[config.mk]
export PLATFORM = sky130hd
export DESIGN_NAME = grf
export DESIGN_NICKNAME = d
export VERILOG_FILES = /design/src/rtl/mips_pkg.sv /design/src/rtl/grf_scoreboard.sv /design/src/rtl/grf.sv
export SDC_FILE = /design/constraint.sdc
export NUM_CORES = 2
export LEC_CHECK = 0
export ABC_AREA = 1
export CAP_MARGIN = 5
export CORE_MARGIN = 1.5
export CORE_UTILIZATION = 50
export CTS_CLUSTER_DIAMETER = 80
export DETAILED_ROUTE_END_ITERATION = 10
export PLACE_DENSITY = 0.67
export SYNTH_ARGS = -nofsm -noshare
export SYNTH_HDL_FRONTEND = slang
export SYNTH_SLANG_ARGS = --single-unit
[constraint.sdc]
create_clock -name clk -period 4.3 [get_ports clk]
set_clock_uncertainty 0.1 [all_clocks]
set_input_delay 0.645 -clock clk [delete_from_list [all_inputs] [get_ports clk]]
set_output_delay 0.645 -clock clk [all_outputs]
set_load 0.05 [all_outputs]
[src/rtl/mips_pkg.sv]
// Shared MIPS pipeline constants: register file geometry and scoreboard width.
package mips_pkg;
    localparam int NUM_REGS   = 32;
    localparam int REG_ADDR_W = 5;
    localparam int DATA_W     = 32;
    localparam int CNT_W      = 2;
    localparam logic [REG_ADDR_W-1:0] ZERO_REG = '0;
endpackage

[src/rtl/grf_scoreboard.sv]
// Per-register pending-write counters for the GRF; saturates on over-reservation
// (sticky overflow) and never wraps below zero on an unreserved write.
module grf_scoreboard
    import mips_pkg::*;
#(
    parameter int NUM_REGS = mips_pkg::NUM_REGS,
    parameter int CNT_W    = mips_pkg::CNT_W
) (
    input  logic                  clk,
    input  logic                  reset,
    input  logic                  reserve_en,
    input  logic [REG_ADDR_W-1:0] reserve_addr,
    input  logic                  write_en,
    input  logic [REG_ADDR_W-1:0] write_addr,
    output logic [NUM_REGS-1:0]   pending,
    output logic [NUM_REGS-1:0]   last_pending,
    output logic                  overflow
);
    localparam logic [CNT_W-1:0] CNT_MAX = '1;
    localparam logic [CNT_W-1:0] CNT_ONE = CNT_W'(1);

    logic [CNT_W-1:0] cnt [NUM_REGS];

    always_ff @(posedge clk) begin
        if (reset) begin
            overflow <= 1'b0;
            for (int i = 0; i < NUM_REGS; i++) cnt[i] <= '0;
        end else begin
            // Register 0 is never tracked; a same-cycle reserve and write cancel out.
            for (int i = 1; i < NUM_REGS; i++) begin
                if (reserve_en && reserve_addr == REG_ADDR_W'(i) &&
                    !(write_en && write_addr == REG_ADDR_W'(i))) begin
                    if (cnt[i] == CNT_MAX) overflow <= 1'b1;
                    else                   cnt[i] <= cnt[i] + CNT_ONE;
                end else if (write_en && write_addr == REG_ADDR_W'(i) &&
                             !(reserve_en && reserve_addr == REG_ADDR_W'(i))) begin
                    if (cnt[i] != '0) cnt[i] <= cnt[i] - CNT_ONE;
                end
            end
        end
    end

    always_comb begin
        pending      = '0;
        last_pending = '0;
        for (int i = 0; i < NUM_REGS; i++) begin
            pending[i]      = (cnt[i] != '0);
            last_pending[i] = (cnt[i] == CNT_ONE);
        end
    end
endmodule

[src/rtl/grf.sv]
// MIPS general register file with two combinational read ports and a pending-write
// scoreboard. Define GRF_BYPASS_EN to forward same-cycle write-back data to the reads.
module grf
    import mips_pkg::*;
#(
    parameter int NUM_REGS = mips_pkg::NUM_REGS,
    parameter int CNT_W    = mips_pkg::CNT_W
) (
    input  logic                  clk,
    input  logic                  reset,
    input  logic [31:0]           pc_in,
    input  logic                  reg_write_en_in,
    input  logic [REG_ADDR_W-1:0] reg_write_addr_in,
    input  logic [DATA_W-1:0]     reg_write_data_in,
    input  logic                  reserve_en_in,
    input  logic [REG_ADDR_W-1:0] reserve_addr_in,
    input  logic [REG_ADDR_W-1:0] rs_addr_in,
    input  logic [REG_ADDR_W-1:0] rt_addr_in,
    output logic [DATA_W-1:0]     rs_data_out,
    output logic [DATA_W-1:0]     rt_data_out,
    output logic                  rs_busy_out,
    output logic                  rt_busy_out,
    output logic                  overflow_out
);
    logic [DATA_W-1:0]   regs [NUM_REGS];
    logic [NUM_REGS-1:0] pending;
    logic [NUM_REGS-1:0] last_pending;
    logic                wr_valid;

    assign wr_valid = reg_write_en_in && (reg_write_addr_in != ZERO_REG);

    grf_scoreboard #(
        .NUM_REGS (NUM_REGS),
        .CNT_W    (CNT_W)
    ) u_scoreboard (
        .clk          (clk),
        .reset        (reset),
        .reserve_en   (reserve_en_in),
        .reserve_addr (reserve_addr_in),
        .write_en     (reg_write_en_in),
        .write_addr   (reg_write_addr_in),
        .pending      (pending),
        .last_pending (last_pending),
        .overflow     (overflow_out)
    );

    always_ff @(posedge clk) begin
        if (reset) begin
            for (int i = 0; i < NUM_REGS; i++) regs[i] <= '0;
        end else if (wr_valid) begin
            regs[reg_write_addr_in] <= reg_write_data_in;
`ifndef SYNTHESIS
            $display("@%h: $%d <= %h", pc_in, reg_write_addr_in, reg_write_data_in);
`endif
        end
    end

`ifdef GRF_BYPASS_EN
    logic rs_hit, rt_hit;
    assign rs_hit = wr_valid && (reg_write_addr_in == rs_addr_in);
    assign rt_hit = wr_valid && (reg_write_addr_in == rt_addr_in);

    // The arriving write retires the last pending reservation, so it no longer blocks.
    always_comb begin
        rs_data_out = '0;
        rt_data_out = '0;
        rs_busy_out = 1'b0;
        rt_busy_out = 1'b0;
        if (rs_addr_in != ZERO_REG) begin
            rs_data_out = rs_hit ? reg_write_data_in : regs[rs_addr_in];
            rs_busy_out = pending[rs_addr_in] && !(rs_hit && last_pending[rs_addr_in]);
        end
        if (rt_addr_in != ZERO_REG) begin
            rt_data_out = rt_hit ? reg_write_data_in : regs[rt_addr_in];
            rt_busy_out = pending[rt_addr_in] && !(rt_hit && last_pending[rt_addr_in]);
        end
    end
`else
    logic unused_last_pending;
    assign unused_last_pending = ^last_pending;

    always_comb begin
        rs_data_out = '0;
        rt_data_out = '0;
        rs_busy_out = 1'b0;
        rt_busy_out = 1'b0;
        if (rs_addr_in != ZERO_REG) begin
            rs_data_out = regs[rs_addr_in];
            rs_busy_out = pending[rs_addr_in];
        end
        if (rt_addr_in != ZERO_REG) begin
            rt_data_out = regs[rt_addr_in];
            rt_busy_out = pending[rt_addr_in];
        end
    end
`endif
endmodule

## Word-level counts from Yosys, hierarchy flattened

Memory sizes are Yosys's and may differ from the RTL's.
Index checks and enable logic that the tools add are counted.

- Register bits after elaboration: 1
- Memory bits (writable): 1088
- Word-level logic and storage cells: 871
- Memories kept: 2

Memories:

| name | depth | width | read ports | clocked after memory_dff | write ports | RTL line | RTL |
|---|---|---|---|---|---|---|---|
| regs | 32 | 32 | 2 | 0 | 32 | grf.sv:25 | `logic [DATA_W-1:0] regs [NUM_REGS];` |
| u_scoreboard.cnt | 32 | 2 | 32 | 0 | 32 | grf_scoreboard.sv:22 | `logic [CNT_W-1:0] cnt [NUM_REGS];` |

- Add/subtract/negate cells: 62
- $lt $le $gt $ge: 2
- Equal/unequal tests: 93
- Mux-type cells: 426
- Bitwise logic cells: 62
- Reductions and logical operators: 223

Operators by type and width:

| cell | number |
|---|---|
| 1-bit 2-to-1 mux | 358 |
| 5-bit equality test (second input constant) | 32 |
| 1-bit logical AND | 125 |
| 2-bit 2-to-1 mux | 62 |
| 32-bit 2-to-1 mux | 3 |
| 5-bit by 4-bit equality test with 1-bit output (second input constant) | 16 |
| 2-bit nonzero test | 32 |
| 2-bit by 1-bit adder with 2-bit output (second input constant) | 31 |
| 2-bit equality test (second input constant) | 31 |
| 1-bit logical NOT | 62 |
| 1-bit bitwise OR | 62 |
| 2-bit by 1-bit subtractor with 2-bit output (second input constant) | 31 |
| 5-bit by 3-bit equality test with 1-bit output (second input constant) | 8 |
| 32-bit OR reduction | 1 |
| 5-bit by 2-bit equality test with 1-bit output (second input constant) | 4 |
| 5-bit nonzero test | 3 |
| 5-bit by 6-bit < comparator with 1-bit output (second input constant) | 2 |
| 1-bit binary-select mux with 5-bit select | 2 |
| 5-bit by 1-bit equality test with 1-bit output (second input constant) | 2 |
| 5-bit 2-to-1 mux | 1 |

## Logic depth before layout (Yosys ltp)

- Depth in word-level cells: 72
- Mapped depth: 13
- Mapped depth without buffers: 10

## Hierarchy

From an unflattened synthesis, not the netlist that was laid out.

- Cells, all modules: 8147
- Area total of the unflattened synthesis: 62839.0 µm²

By module, submodules not included:

| module | instances | cells an instance | area each (µm²) | sequential area each (µm²) |
|---|---|---|---|---|
| grf | 1 | 7409 | 57257.4 | 30749.5 |
| grf_scoreboard | 1 | 738 | 5581.6 | 1881.8 |

## Least setup slack after synthesis

OpenSTA, ideal clock, no wires.

- Kind: input-to-output
- Start point: in rs_addr_in[0]
- End point: out rs_data_out[2]
- Data arrival time: 2368 ps
- Data required time: 3555 ps
- Path slack: 1187 ps
- Stages on the path: 13
- Path buffers: 4
- Cells stage by stage: buf_4 > buf_6 > inv_4 > buf_6 > buf_4 > nand2_1 > nand3_1 > nand2_1 > a21oi_1 > o31ai_1 > nand3_1 > nand2_1 > nor2_1

- Word-level cells in the longest chain between the ends: 2
- Elaborated cells on any way between the ends: 3
- Those cells by class: mux (1); reduce/logical (1); memory (1)

RTL lines:

| element | RTL line | RTL |
|---|---|---|
| start, declared | grf.sv:17 | `input logic [REG_ADDR_W-1:0] rs_addr_in,` |
| memory 32 x 32 bit / 5-bit nonzero test (equally long branches) | n/a |  |
| 32-bit 2-to-1 mux * | grf.sv:87 | `if (rs_addr_in != ZERO_REG) begin` |
| end, declared | grf.sv:19 | `output logic [DATA_W-1:0] rs_data_out,` |

Every way passes the cells marked *; elsewhere a longest branch is shown, timed or not.

## Final worst setup path

- Start point: in rt_addr_in[0]
- End point: out rt_data_out[21]

- Word-level cells in the longest chain between the ends: 2
- Elaborated cells on any way between the ends: 3
- Those cells by class: mux (1); reduce/logical (1); memory (1)

RTL lines:

| element | RTL line | RTL |
|---|---|---|
| start, declared | grf.sv:18 | `input logic [REG_ADDR_W-1:0] rt_addr_in,` |
| memory 32 x 32 bit / 5-bit nonzero test (equally long branches) | n/a |  |
| 32-bit 2-to-1 mux * | grf.sv:91 | `if (rt_addr_in != ZERO_REG) begin` |
| end, declared | grf.sv:20 | `output logic [DATA_W-1:0] rt_data_out,` |

Marked as above.

==> key figures <==
Route
  • Avg WL per Cell: ~27 µm
  • Routed vias: between 50k and 60k
  • DR vias/cell: around 6.5
  • DRT Pass-1 Iters: 7
  • First DRT Iteration DRCs: ~9.9k
  • Residual DRC: 0
  • Total Wirelength: 234,200 µm
  • Post-route ant nets: 0

CTS
  • CTS tree: built
  • Clk root buf: clkbuf_16
  • Max Buffers Root-to-Sink: 3
  • Postcts setup bufs: 0
  • Clock transition at path regs: roughly 0.060 ns
  • Num Clock Sinks: 1,087
  • CTS buffer count: 118
  • Post-CTS Resized: 0
  • H-Tree Depth: 3
  • Worst skew pair latency: ~0.74 ns
  • CTS Hold Buffers Added: 0

Placed design
  • IO Port Bufs: 122
  • Post-DP HPWL: about 130,000 µm
  • Final GP Congestion: 0.9232

Die
  • Die width: roughly 350 µm
  • Rows: around 130
  • # IOs: approximately 160
  • Chip height: 350.5 µm
  • Core area: 0.1198 mm²
  • Initial core utilization: between 50% and 60%
  • DIE AREA: 0.1229 mm²

Global route
  • Initial antenna violation count: 0
  • First-pass GRT wire length: between 300,000 and 400,000 µm
  • Total gr overflow: 0
  • Number of global-route vias before repair: roughly 54k
  • Tot GR Track Use: about 37%
  • Largest net degree at the start of global routing: between 100 and 150

STA
  • Least-Margin Pin Slew: 1.312 ns
  • Fin. max-slew vios: 0
  • # setup viols final: 0
  • RSZ-0062 raised after global routing: no
  • WHS: 0.2894 ns
  • Fin crit share: a little over nine tenths
  • Slew headroom: between 10 and 15%
  • Tmin final: 4.044 ns
  • F_max: about 250 MHz
  • Setup_tns: 0 ns
  • Hold Fails Final Rpt: 0

Layout
  • Share of layout cells above drive strength 1: 7.846%
  • Most used cells in the layout excluding fill and tap cells: nor2_1 (2,202), edfxtp_1 (1,086), nand2_1 (923), o21ai_0 (859), nand3_1 (422)
  • Ant diodes: 0
  • Number of fill cells: 10.39k
  • Final layout net count: about 7k
  • Most common cell after layout, fill and taps aside: nor2_1
  • Area Growth Syn to Fin: 12.50%

Power
  • Pint: about 19 mW
  • Net Sw Frac: between 20 and 30%
  • Worst-case vdd ir drop: about 0.00035 V
  • Pleak: 26.00 nW
  • Pwr Density: just under 400 mW/mm²
  • Clock network fraction of total power: between 30% and 40%
  • Flop pwr share: between 40% and 50%
  • Comb pwr share: between 10% and 20%
  • Sw Pwr: approximately 7.7 mW

Synthesis
  • Ys flop type: edfxtp_1
  • Seq cells post-synth: 1,087
  • Post-synth EDFFs: ~1.1k
  • Synth top area cells: edfxtp_1 (54%), nor2_1 (14%), o21ai_0 (7.1%)
  • Asr flop ratio synth: 0%
  • Seq/Total Area, Yosys: approximately 54%
  • Ys Warns: 0
  • Post-synthesis area per instance: 8.324 µm²
  • Cell taking the most area after synthesis: edfxtp_1
  • Post-Syn Area: roughly 0.060 mm²
  • Count of cell types in the netlist: between 40 and 50
  • Synth top area share: 54.01%
  • Post-synthesis instance total: slightly above 7k

Critical path
  • CP endpoint kind: output port
  • Crit path max fanout: 48
  • Worst EP required: 3.56 ns
  • Critical Path Start Type: input port
  • Worst Path Class, Setup: input port to output port
  • Critical Path AT: between 3 and 4 ns

Worst hold path
  • Worst hold path type: input port to flip-flop

Status
  • Status: complete, no violations

Flow run
  • Max Cap Viol: 0
## registers in the layout (all words and copies together) (netlist names)
name / count
regs: 1024
u_scoreboard.cnt: 62
u_scoreboard.overflow: 1
## cells by family (layout without fill, tap and decap cells)
family | Yosys count | in the layout | synth area share (%)
other cells | 1 | 32 | 0.006210
mux | 3 | 3 | 0.05387
buf+inv | 876 | 767 | 6.313
compound gates | 1608 | 1608 | 15.30
flops | 1087 | 1087 | 54.04
simple gates | 3676 | 3676 | 24.23
fa+ha+maj | 2 | 2 | 0.04143
xor+xnor | 1 | 1 | 0.01451
## critical path, stage by stage
cell and delay, ns:
buf_8 0.20, inv_8 0.39, buf_4 0.36, nand2_1 0.09
nand3_1 0.07, nand2_1 0.06, a21oi_1 0.15, o31ai_1 0.20
nand3_1 0.15, nand2_1 0.06, nor2_1 0.63, buf_12 0.22
## power by group through the flow
stage | clock, mW | sequential, mW | combinational [mW]
2_1_floorplan | 0 | 12.7 | 2.35
5_1_grt | 10.4 | 12.6 | 4.45
3_3_place_gp | 0 | 12.7 | 4.02
6_report | 10.0 | 12.5 | 4.25
3_5_place_dp | 0 | 12.7 | 4.09
4_1_cts | 10.0 | 12.5 | 4.10
## through the flow
step / cell area (µm²) / std cells / worst slack (ns) / utilization [%] / total power, mW
after floorplan: 60500 / 7285 / 1.187 / - / 15.02
after global placement: 64200 / 8573 / 0.4560 / 53.59 / 16.73
after detailed placement: 64200 / 8573 / 0.4696 / 53.59 / 16.82
after CTS: 67930 / 8788 / 0.4487 / 56.70 / 26.64
after global routing: 67930 / 8788 / 0.2467 / 56.70 / 27.49
final: 67930 / 8788 / 0.2562 / 56.70 / 26.83
## synth_stat cells (all sizes together) (12+ instances only)
| cell | count |
|---|---|
| nand2 | 960 |
| edfxtp | 1086 |
| nand3 | 450 |
| nor2 | 2209 |
| buf | 324 |
| or2 | 12 |
| nor3 | 22 |
| o22ai | 14 |
| o31ai | 52 |
| o21ai | 878 |
| nand4 | 17 |
| o211ai | 83 |
| inv | 203 |
| a21oi | 356 |
| o221ai | 207 |
| clkbuf | 346 |
## worst paths after layout
| kind | cells past startpoint | slack [ns] | endpoint | from |
|---|---|---|---|---|
| max | 12 | 0.26 | rt_data_out[21] | rt_addr_in[0] |
| min | 3 | 0.29 | u_scoreboard.cnt[6][0]$_SDFFCE_PN0P_ | reset |
| max reg2reg | 4 | 2.70 | u_scoreboard.cnt[24][0]$_SDFFCE_PP0P_ | u_scoreboard.cnt[24][0]$_SDFFCE_PP0P_ |
| min reg2reg | 1 | 0.48 | u_scoreboard.cnt[2][0]$_SDFFCE_PN0P_ | u_scoreboard.cnt[2][0]$_SDFFCE_PN0P_ |
## per-layer routing
metal	GRT usage [%]	vias to the layer above	wire [µm]
met5	0	-	0
met4	25.21	0	17660
met3	9.649	1094	34960
met2	56.23	4827	100700
met1	47.40	26900	80870
li1	-	24540	-
## layout make-up
class | count | area [µm²] | share of cell area, %
flip-flops and latches | 1087 | 32630 | 48.04
multi-input cells | 5322 | 24210 | 35.64
repair buffers | 346 | 4518 | 6.651
clock buffers | 145 | 3075 | 4.527
well taps | 1612 | 2017 | 2.969
inverters | 206 | 828.3 | 1.219
clock inverters | 70 | 653.1 | 0.9614
(Power assumes the default switching activity.)
